`config.mk`:
```
export PLATFORM = sky130hd
export DESIGN_NAME = mem_access_arbiter_flat
export DESIGN_NICKNAME = d
export VERILOG_FILES = /design/src/rtl/mem_access_arbiter_if.sv /design/src/rtl/mem_access_arbiter.sv /design/src/flat_wrapper.sv
export SDC_FILE = /design/constraint.sdc
export NUM_CORES = 1
export LEC_CHECK = 0
export CAP_MARGIN = 20
export CORE_MARGIN = 3
export CORE_UTILIZATION = 43
export DETAILED_ROUTE_END_ITERATION = 7
export PLACE_DENSITY = 0.95
export SLEW_MARGIN = 20
export SYNTH_ARGS = -nofsm -noshare
export SYNTH_HDL_FRONTEND = slang
export SYNTH_SLANG_ARGS = --single-unit
```
`constraint.sdc`:
```
create_clock -name clk -period 2.6 [get_ports clk]
set_input_delay 0.78 -clock clk [delete_from_list [all_inputs] [get_ports clk]]
set_output_delay 0.78 -clock clk [all_outputs]
set_load 0.01 [all_outputs]
```
`src/rtl/mem_access_arbiter_if.sv`:
```
// Bus bundle between the two requesters, the arbiter and the single-port memory.
interface mem_access_arbiter_if #(
    parameter int unsigned ADDR_W = 19,
    parameter int unsigned DATA_W = 19
);
    logic              p0_req;
    logic              p0_we;
    logic [ADDR_W-1:0] p0_addr;
    logic [DATA_W-1:0] p0_wdata;
    logic              p0_done;
    logic [DATA_W-1:0] p0_rdata;

    logic              p1_req;
    logic              p1_we;
    logic [ADDR_W-1:0] p1_addr;
    logic [DATA_W-1:0] p1_wdata;
    logic              p1_done;
    logic [DATA_W-1:0] p1_rdata;

    logic              mem_read;
    logic              mem_write;
    logic [ADDR_W-1:0] mem_addr;
    logic [DATA_W-1:0] mem_wdata;
    logic [DATA_W-1:0] mem_rdata;

    // Arbiter side
    modport slave (
        input  p0_req, p0_we, p0_addr, p0_wdata,
        input  p1_req, p1_we, p1_addr, p1_wdata,
        input  mem_rdata,
        output p0_done, p0_rdata, p1_done, p1_rdata,
        output mem_read, mem_write, mem_addr, mem_wdata
    );

    // Requesters plus memory side
    modport master (
        output p0_req, p0_we, p0_addr, p0_wdata,
        output p1_req, p1_we, p1_addr, p1_wdata,
        output mem_rdata,
        input  p0_done, p0_rdata, p1_done, p1_rdata,
        input  mem_read, mem_write, mem_addr, mem_wdata
    );
endinterface

```
`src/rtl/mem_access_arbiter.sv`:
```
// Two-port round-robin / fixed-priority sequencer in front of a single-port memory
// with one-cycle registered read latency; every access walks IDLE->ISSUE->CAPTURE->RESP.
module mem_access_arbiter #(
    parameter int unsigned ADDR_W        = 19,
    parameter int unsigned DATA_W        = 19,
    parameter int unsigned PRIORITY_MODE = 0
) (
    input  logic                 clk,
    input  logic                 reset,
    mem_access_arbiter_if.slave  bus,
    output logic                 busy
);

    typedef enum logic [1:0] {
        S_IDLE    = 2'd0,
        S_ISSUE   = 2'd1,
        S_CAPTURE = 2'd2,
        S_RESP    = 2'd3
    } state_e;

    state_e            state_q, state_d;
    logic              owner_q, owner_d;
    logic              owner_we_q, owner_we_d;
    logic              last_grant_q, last_grant_d;
    logic              mem_read_q, mem_read_d;
    logic              mem_write_q, mem_write_d;
    logic [ADDR_W-1:0] mem_addr_q, mem_addr_d;
    logic [DATA_W-1:0] mem_wdata_q, mem_wdata_d;
    logic              p0_done_q, p0_done_d;
    logic              p1_done_q, p1_done_d;
    logic [DATA_W-1:0] p0_rdata_q, p0_rdata_d;
    logic [DATA_W-1:0] p1_rdata_q, p1_rdata_d;
    logic              busy_q, busy_d;

    logic              grant_valid;
    logic              grant_port;
    logic              grant_we;

    // Arbitration: a lone requester wins; a tie goes to the port not granted last, or port 0 in fixed mode
    always_comb begin
        grant_valid = bus.p0_req | bus.p1_req;
        if (bus.p0_req && bus.p1_req) begin
            grant_port = (PRIORITY_MODE != 0) ? 1'b0 : ~last_grant_q;
        end else begin
            grant_port = bus.p1_req;
        end
        grant_we = grant_port ? bus.p1_we : bus.p0_we;
    end

    // Next-state and registered-output logic
    always_comb begin
        state_d      = state_q;
        owner_d      = owner_q;
        owner_we_d   = owner_we_q;
        last_grant_d = last_grant_q;
        mem_read_d   = 1'b0;
        mem_write_d  = 1'b0;
        mem_addr_d   = mem_addr_q;
        mem_wdata_d  = mem_wdata_q;
        p0_done_d    = 1'b0;
        p1_done_d    = 1'b0;
        p0_rdata_d   = p0_rdata_q;
        p1_rdata_d   = p1_rdata_q;

        case (state_q)
            S_IDLE: begin
                if (grant_valid) begin
                    owner_d      = grant_port;
                    owner_we_d   = grant_we;
                    last_grant_d = grant_port;
                    mem_addr_d   = grant_port ? bus.p1_addr  : bus.p0_addr;
                    mem_wdata_d  = grant_port ? bus.p1_wdata : bus.p0_wdata;
                    mem_read_d   = ~grant_we;
                    mem_write_d  = grant_we;
                    state_d      = S_ISSUE;
                end
            end
            S_ISSUE: begin
                state_d = S_CAPTURE;
            end
            S_CAPTURE: begin
                // Memory read data became valid at the edge that closed ISSUE
                if (owner_q) begin
                    p1_done_d = 1'b1;
                    if (!owner_we_q) p1_rdata_d = bus.mem_rdata;
                end else begin
                    p0_done_d = 1'b1;
                    if (!owner_we_q) p0_rdata_d = bus.mem_rdata;
                end
                state_d = S_RESP;
            end
            S_RESP: begin
                state_d = S_IDLE;
            end
        endcase

        busy_d = (state_d != S_IDLE);
    end

    always_ff @(posedge clk) begin
        if (reset) begin
            state_q      <= S_IDLE;
            owner_q      <= 1'b0;
            owner_we_q   <= 1'b0;
            last_grant_q <= 1'b1;
            mem_read_q   <= 1'b0;
            mem_write_q  <= 1'b0;
            mem_addr_q   <= '0;
            mem_wdata_q  <= '0;
            p0_done_q    <= 1'b0;
            p1_done_q    <= 1'b0;
            p0_rdata_q   <= '0;
            p1_rdata_q   <= '0;
            busy_q       <= 1'b0;
        end else begin
            state_q      <= state_d;
            owner_q      <= owner_d;
            owner_we_q   <= owner_we_d;
            last_grant_q <= last_grant_d;
            mem_read_q   <= mem_read_d;
            mem_write_q  <= mem_write_d;
            mem_addr_q   <= mem_addr_d;
            mem_wdata_q  <= mem_wdata_d;
            p0_done_q    <= p0_done_d;
            p1_done_q    <= p1_done_d;
            p0_rdata_q   <= p0_rdata_d;
            p1_rdata_q   <= p1_rdata_d;
            busy_q       <= busy_d;
        end
    end

    assign bus.mem_read  = mem_read_q;
    assign bus.mem_write = mem_write_q;
    assign bus.mem_addr  = mem_addr_q;
    assign bus.mem_wdata = mem_wdata_q;
    assign bus.p0_done   = p0_done_q;
    assign bus.p1_done   = p1_done_q;
    assign bus.p0_rdata  = p0_rdata_q;
    assign bus.p1_rdata  = p1_rdata_q;
    assign busy          = busy_q;

endmodule

```
`src/flat_wrapper.sv`:
```
// flat-port wrapper written by rule: the top's interface ports become plain ports
module mem_access_arbiter_flat 
#(
    parameter int unsigned ADDR_W        = 19,
    parameter int unsigned DATA_W        = 19,
    parameter int unsigned PRIORITY_MODE = 0
)
  (clk, reset, busy, bus_p0_req, bus_p0_we, bus_p0_addr, bus_p0_wdata, bus_p1_req, bus_p1_we, bus_p1_addr, bus_p1_wdata, bus_mem_rdata, bus_p0_done, bus_p0_rdata, bus_p1_done, bus_p1_rdata, bus_mem_read, bus_mem_write, bus_mem_addr, bus_mem_wdata);
  mem_access_arbiter_if #(.ADDR_W(ADDR_W), .DATA_W(DATA_W)) bus_i ();
  input  logic clk;
  input  logic reset;
  output logic busy;
  input wire logic [$bits(bus_i.p0_req)-1:0] bus_p0_req;
  input wire logic [$bits(bus_i.p0_we)-1:0] bus_p0_we;
  input wire logic [$bits(bus_i.p0_addr)-1:0] bus_p0_addr;
  input wire logic [$bits(bus_i.p0_wdata)-1:0] bus_p0_wdata;
  input wire logic [$bits(bus_i.p1_req)-1:0] bus_p1_req;
  input wire logic [$bits(bus_i.p1_we)-1:0] bus_p1_we;
  input wire logic [$bits(bus_i.p1_addr)-1:0] bus_p1_addr;
  input wire logic [$bits(bus_i.p1_wdata)-1:0] bus_p1_wdata;
  input wire logic [$bits(bus_i.mem_rdata)-1:0] bus_mem_rdata;
  output wire logic [$bits(bus_i.p0_done)-1:0] bus_p0_done;
  output wire logic [$bits(bus_i.p0_rdata)-1:0] bus_p0_rdata;
  output wire logic [$bits(bus_i.p1_done)-1:0] bus_p1_done;
  output wire logic [$bits(bus_i.p1_rdata)-1:0] bus_p1_rdata;
  output wire logic [$bits(bus_i.mem_read)-1:0] bus_mem_read;
  output wire logic [$bits(bus_i.mem_write)-1:0] bus_mem_write;
  output wire logic [$bits(bus_i.mem_addr)-1:0] bus_mem_addr;
  output wire logic [$bits(bus_i.mem_wdata)-1:0] bus_mem_wdata;
  assign bus_i.p0_req = bus_p0_req;
  assign bus_i.p0_we = bus_p0_we;
  assign bus_i.p0_addr = bus_p0_addr;
  assign bus_i.p0_wdata = bus_p0_wdata;
  assign bus_i.p1_req = bus_p1_req;
  assign bus_i.p1_we = bus_p1_we;
  assign bus_i.p1_addr = bus_p1_addr;
  assign bus_i.p1_wdata = bus_p1_wdata;
  assign bus_i.mem_rdata = bus_mem_rdata;
  assign bus_p0_done = bus_i.p0_done;
  assign bus_p0_rdata = bus_i.p0_rdata;
  assign bus_p1_done = bus_i.p1_done;
  assign bus_p1_rdata = bus_i.p1_rdata;
  assign bus_mem_read = bus_i.mem_read;
  assign bus_mem_write = bus_i.mem_write;
  assign bus_mem_addr = bus_i.mem_addr;
  assign bus_mem_wdata = bus_i.mem_wdata;
  mem_access_arbiter #(.ADDR_W(ADDR_W), .DATA_W(DATA_W), .PRIORITY_MODE(PRIORITY_MODE)) u_core (.clk(clk), .reset(reset), .bus(bus_i), .busy(busy));
endmodule
```
== Word-level counts from Yosys, hierarchy flattened ==
Cells that the tools add are included.
Storage, ports and cells
  flip-flop bits (word level): 86
  logic and storage cells: 40
Cells by class
  bitwise gates (word level): 8
  multiplexer cells: 8
  equality and inequality tests: 3
  reductions and logical operators: 8
Operator list (count)
  two-way mux 19 bit: 2
  one-hot mux 2 bit (4 select lines): 1
  NOT 1 bit: 7
  AND reduction 3 bit: 2
  equality test 2 bit (second input constant): 2
  two-way mux 1 bit: 4
  OR reduction 3 bit: 1
  equality test 2 x 1 -> 1 bit (second input constant): 1
  logical NOT 2 bit: 1
  two-way mux 2 bit: 1
  AND reduction 2 bit: 1
  nonzero test 2 bit: 1
  OR reduction 2 bit: 1
  logical AND 1 bit: 1
  OR 1 bit: 1

== Depth between registers and ports, before layout ==
  word-level depth: 4
  mapped depth: 7

== Worst setup path before layout ==
Ideal clock, no wire load.
  path type: input port to flip-flop
  start: input reset
  end: register u_core.p0_rdata_q[0], in the netlist u_core.bus.p0_rdata[0]
  buffers on the path: 3
  arrival: 1.519 ns
  cell stages on the path: 4
  path slack: 0.949 ns
  cell sequence: clkbuf_1 -> clkbuf_1 -> clkbuf_1 -> a21oi_1
RTL lines
  start, declared: RTL line flat_wrapper.sv:11  | input logic reset;
  end signal, assigned: RTL line mem_access_arbiter.sv:126  | p0_rdata_q <= p0_rdata_d;
  end, declared: RTL line mem_access_arbiter.sv:31  | logic [DATA_W-1:0] p0_rdata_q, p0_rdata_d;
No word-level cell between the ends.

== Worst setup path after layout ==
  start: register u_core.mem_addr_q[11], in the netlist u_core.bus.mem_addr[11]
  end: output bus_mem_addr[11]
RTL lines
  start, declared: RTL line mem_access_arbiter.sv:27  | logic [ADDR_W-1:0] mem_addr_q, mem_addr_d;
  start signal, assigned: RTL line mem_access_arbiter.sv:122  | mem_addr_q <= mem_addr_d;
  end, declared: RTL line flat_wrapper.sv:28  | output wire logic [$bits(bus_i.mem_addr)-1:0] bus_mem_addr;
No word-level cell between the ends.

==> impl_metrics.yaml <==
timing:
  drv_slew: 0
  clock_skew_ns: 0.0133
  layout_min_cycle_time_ns: 2.08
  setup_viol: 0
  rsz0062_at_grt: "false"
  fin_hold_ws_ns: 0.461
  fin_crit_sh_pct: 79.8
  setup_tns_ns: 0
  worstMarginPinSlew_ns: 0.779
  hold_viol_final: 0
  fmax_mhz: 482
  slew_headroom_pct: 48.0
yosys:
  synth_warnings: 0
  syn_area_per_cell_um2: 8.42
  yosysTopAreaCell: "dfxtp_1"
  async_flop_share_pct: 0
  yosys-top-cells-area: "dfxtp_1 (49%), nand2_1 (12%), a21oi_1 (9.7%)"
  netlist_area_um2: 3500
  synth_edf_count: 0
  synth.distinct_cells: 30
  synthCells: 416
  synth_top_area_share_pct: 49.1
  ys_seq_elements: 86
  syn_nets: 520
  ys_seq_area_share_pct: 49.1
  ys.flop_type: "dfxtp_1"
drt:
  drcViolationCount: 0
  num_vias: 3716
  dr.pass1.iters: 4
  antenna_left: 0
  drt-total-wl_mm: 11.2
  drt_iter0_markers: 133
  routedWlPerCell_um: 16.2
  vias_per_cell: 5.36
floorplan:
  die_x_um: 96.3
  die_y_um: 96.3
  core-area_um2: 7810
  rows: 32
  die_area_um2: 9270
  io_pins: 182
  initial_core_util_pct: 44.9
placement:
  dpl.hpwl_mm: 8.42
  placedCellCount: 677
  gp_congestion: 0.720
  portBuffers: 181
global_routing:
  first_global_vias: 3692
  grt_pass1_wl_mm: 17.1
  grt-ovfl-total: 0
  track_usage_pct: 23.6
  antenna_found_initial: 0
  grt_max_degree: 37
critical_path:
  arrival_ns: 1.30
  end_kind: "primary output"
  r2r-start: "u_core.state_q[0]$_SDFF_PP0_"
  cpPeakStageDelay_ns: 0.59
  worst_setup_path_start_kind: "flop"
  cp_max_fo: 2
  cp_slowest_cell: "clkdlybuf4s50_1"
  cp-startpoint: "u_core.bus.mem_addr[11]$_SDFFE_PP0P_"
  crit_buf_inv: 1
  worstPathCellList: "clkdlybuf4s50_1"
  cp.required_ns: 1.82
  critical-path-top-delay-family: "buffers and inverters"
  path_class: "reg -> out"
clocking:
  cts_made_buffers: 9
  clkTransAtPathRegs_ns: 0.09
  clock_latency_ns: 0.35
  ctsResizeCount: 0
  root_buffer: "clkbuf_8"
  cts_buffer_depth: 2
  clock_sinks: 86
  cts_tree: "done"
  cts_setup_buffers: 0
  hold_buffers: 0
  htree_levels: 3
cells_and_area:
  final_nets: 690
  drive_gt1_share_pct: 9.98
  stdcell_count: 693
  antennaDiodeCount: 0
  area_delta_synth_final_pct: 59.3
  final_core_util_pct: 71.5
power_and_ir_drop:
  power_w: 0.00499
  p_per_area_nw_per_um2: 893
  p_leak_nw: 2.05
  vdd_drop_max_mv: 0.427
min_path:
  holdCritStartpoint: "u_core.bus.p1_rdata[17]$_SDFFE_PP0P_"
  min_path_type: "reg -> reg"
flow_run:
  maxCapViolations: 0
status:
  status: "completed"
layout by cell type (no fill, tap or decap):
| cell | count |
|---|---|
| clkdlybuf4s50_1 | 180 |
| ha_1 | 3 |
| and3b_1 | 2 |
| inv_6 | 1 |
| a21bo_2 | 1 |
| o21a_1 | 1 |
| a31oi_1 | 1 |
| nor2_1 | 42 |
| a22oi_1 | 1 |
| o21ai_0 | 1 |
| nand3b_2 | 1 |
| dfxtp_1 | 86 |
| a21oi_2 | 10 |
| nor3_1 | 1 |
| a211oi_1 | 24 |
| clkbuf_8 | 10 |
| a21boi_4 | 1 |
| clkinvlp_4 | 2 |
| nor3b_1 | 2 |
| o21ai_4 | 1 |
| or2_2 | 1 |
| inv_1 | 3 |
| inv_8 | 1 |
| nor3b_4 | 1 |
| buf_12 | 4 |
| mux2i_1 | 1 |
| buf_4 | 7 |
| buf_2 | 1 |
| a211oi_2 | 15 |
| or4b_1 | 1 |
| clkinv_4 | 2 |
| a21oi_1 | 68 |
| nand2_1 | 114 |
| or3b_1 | 1 |
Yosys cell counts (all sizes together), types with 2 or more instances:
| library cell | count |
|---|---|
| a211oi | 39 |
| a21oi | 78 |
| and3b | 2 |
| buf | 22 |
| clkbuf | 11 |
| dfxtp | 86 |
| ha | 3 |
| inv | 3 |
| nand2 | 114 |
| nor2 | 42 |
| nor3b | 3 |
| o21ai | 2 |
registers in the layout, summed over array words and instances, names as in the netlist, 2 cells and up:
name / count
u_core.bus.p1_rdata: 19
u_core.bus.mem_addr: 19
u_core.bus.p0_rdata: 19
u_core.state_q: 2
u_core.bus.mem_wdata: 19
through the flow:
stage               area [um2]  setup slack [ns]
floorplan                 3500             0.949
global placement          5390             0.342
detailed placement        5390             0.251
CTS                       5580             0.499
global route              5580             0.474
finish                    5580             0.525
worst paths after layout:
kind                                                             end  slack [ns]  cells past startpoint
worst max-delay path                                bus_mem_addr[11]        0.52                      1
worst min-delay path            u_core.bus.p1_rdata[17]$_SDFFE_PP0P_        0.46                      2
worst max register to register  u_core.bus.p0_rdata[12]$_SDFFE_PP0P_        0.86                      5
worst min register to register  u_core.bus.p1_rdata[17]$_SDFFE_PP0P_        0.46                      2
logic make-up (layout without fill, tap and decap cells):
family          after synthesis  in the layout  synth area share (%)
flops                        86             86                  49.1
simple gates                166            166                  19.4
fa+ha+maj                     3              3                  1.07
mux                           1              1                 0.286
compound gates              124            124                  24.3
buf+inv                      36            211                  5.85
per-layer routing:
metal	part of all wire (%)	routed length (um)	vias up	global-route usage [%]
li1	-	-	1745	-
met1	38	4280	1737	25.7
met2	50	5590	213	42.4
met3	10	1160	21	7.19
met4	1.8	199	0	9.48
met5	0	0	-	0
cell type report:
| type | count | area, um2 |
|---|---|---|
| Sequential cell | 86 | 1720 |
| Tap cell | 102 | 128 |
| Clock inverter | 6 | 52.6 |
| Timing Repair Buffer | 192 | 1940 |
| Fill cell | 544 | 2220 |
| Inverter | 3 | 11.3 |
| Multi-Input combinational cell | 294 | 1590 |
| Clock buffer | 10 | 138 |
where the power goes:
part           total (W)  switching, W  internal (W)
Sequential       0.00184      0.000197       0.00164
Combinational    0.00224       0.00112       0.00112
Clock           0.000903      0.000515      0.000387
No activity file was read; power rests on OpenSTA's default activity.
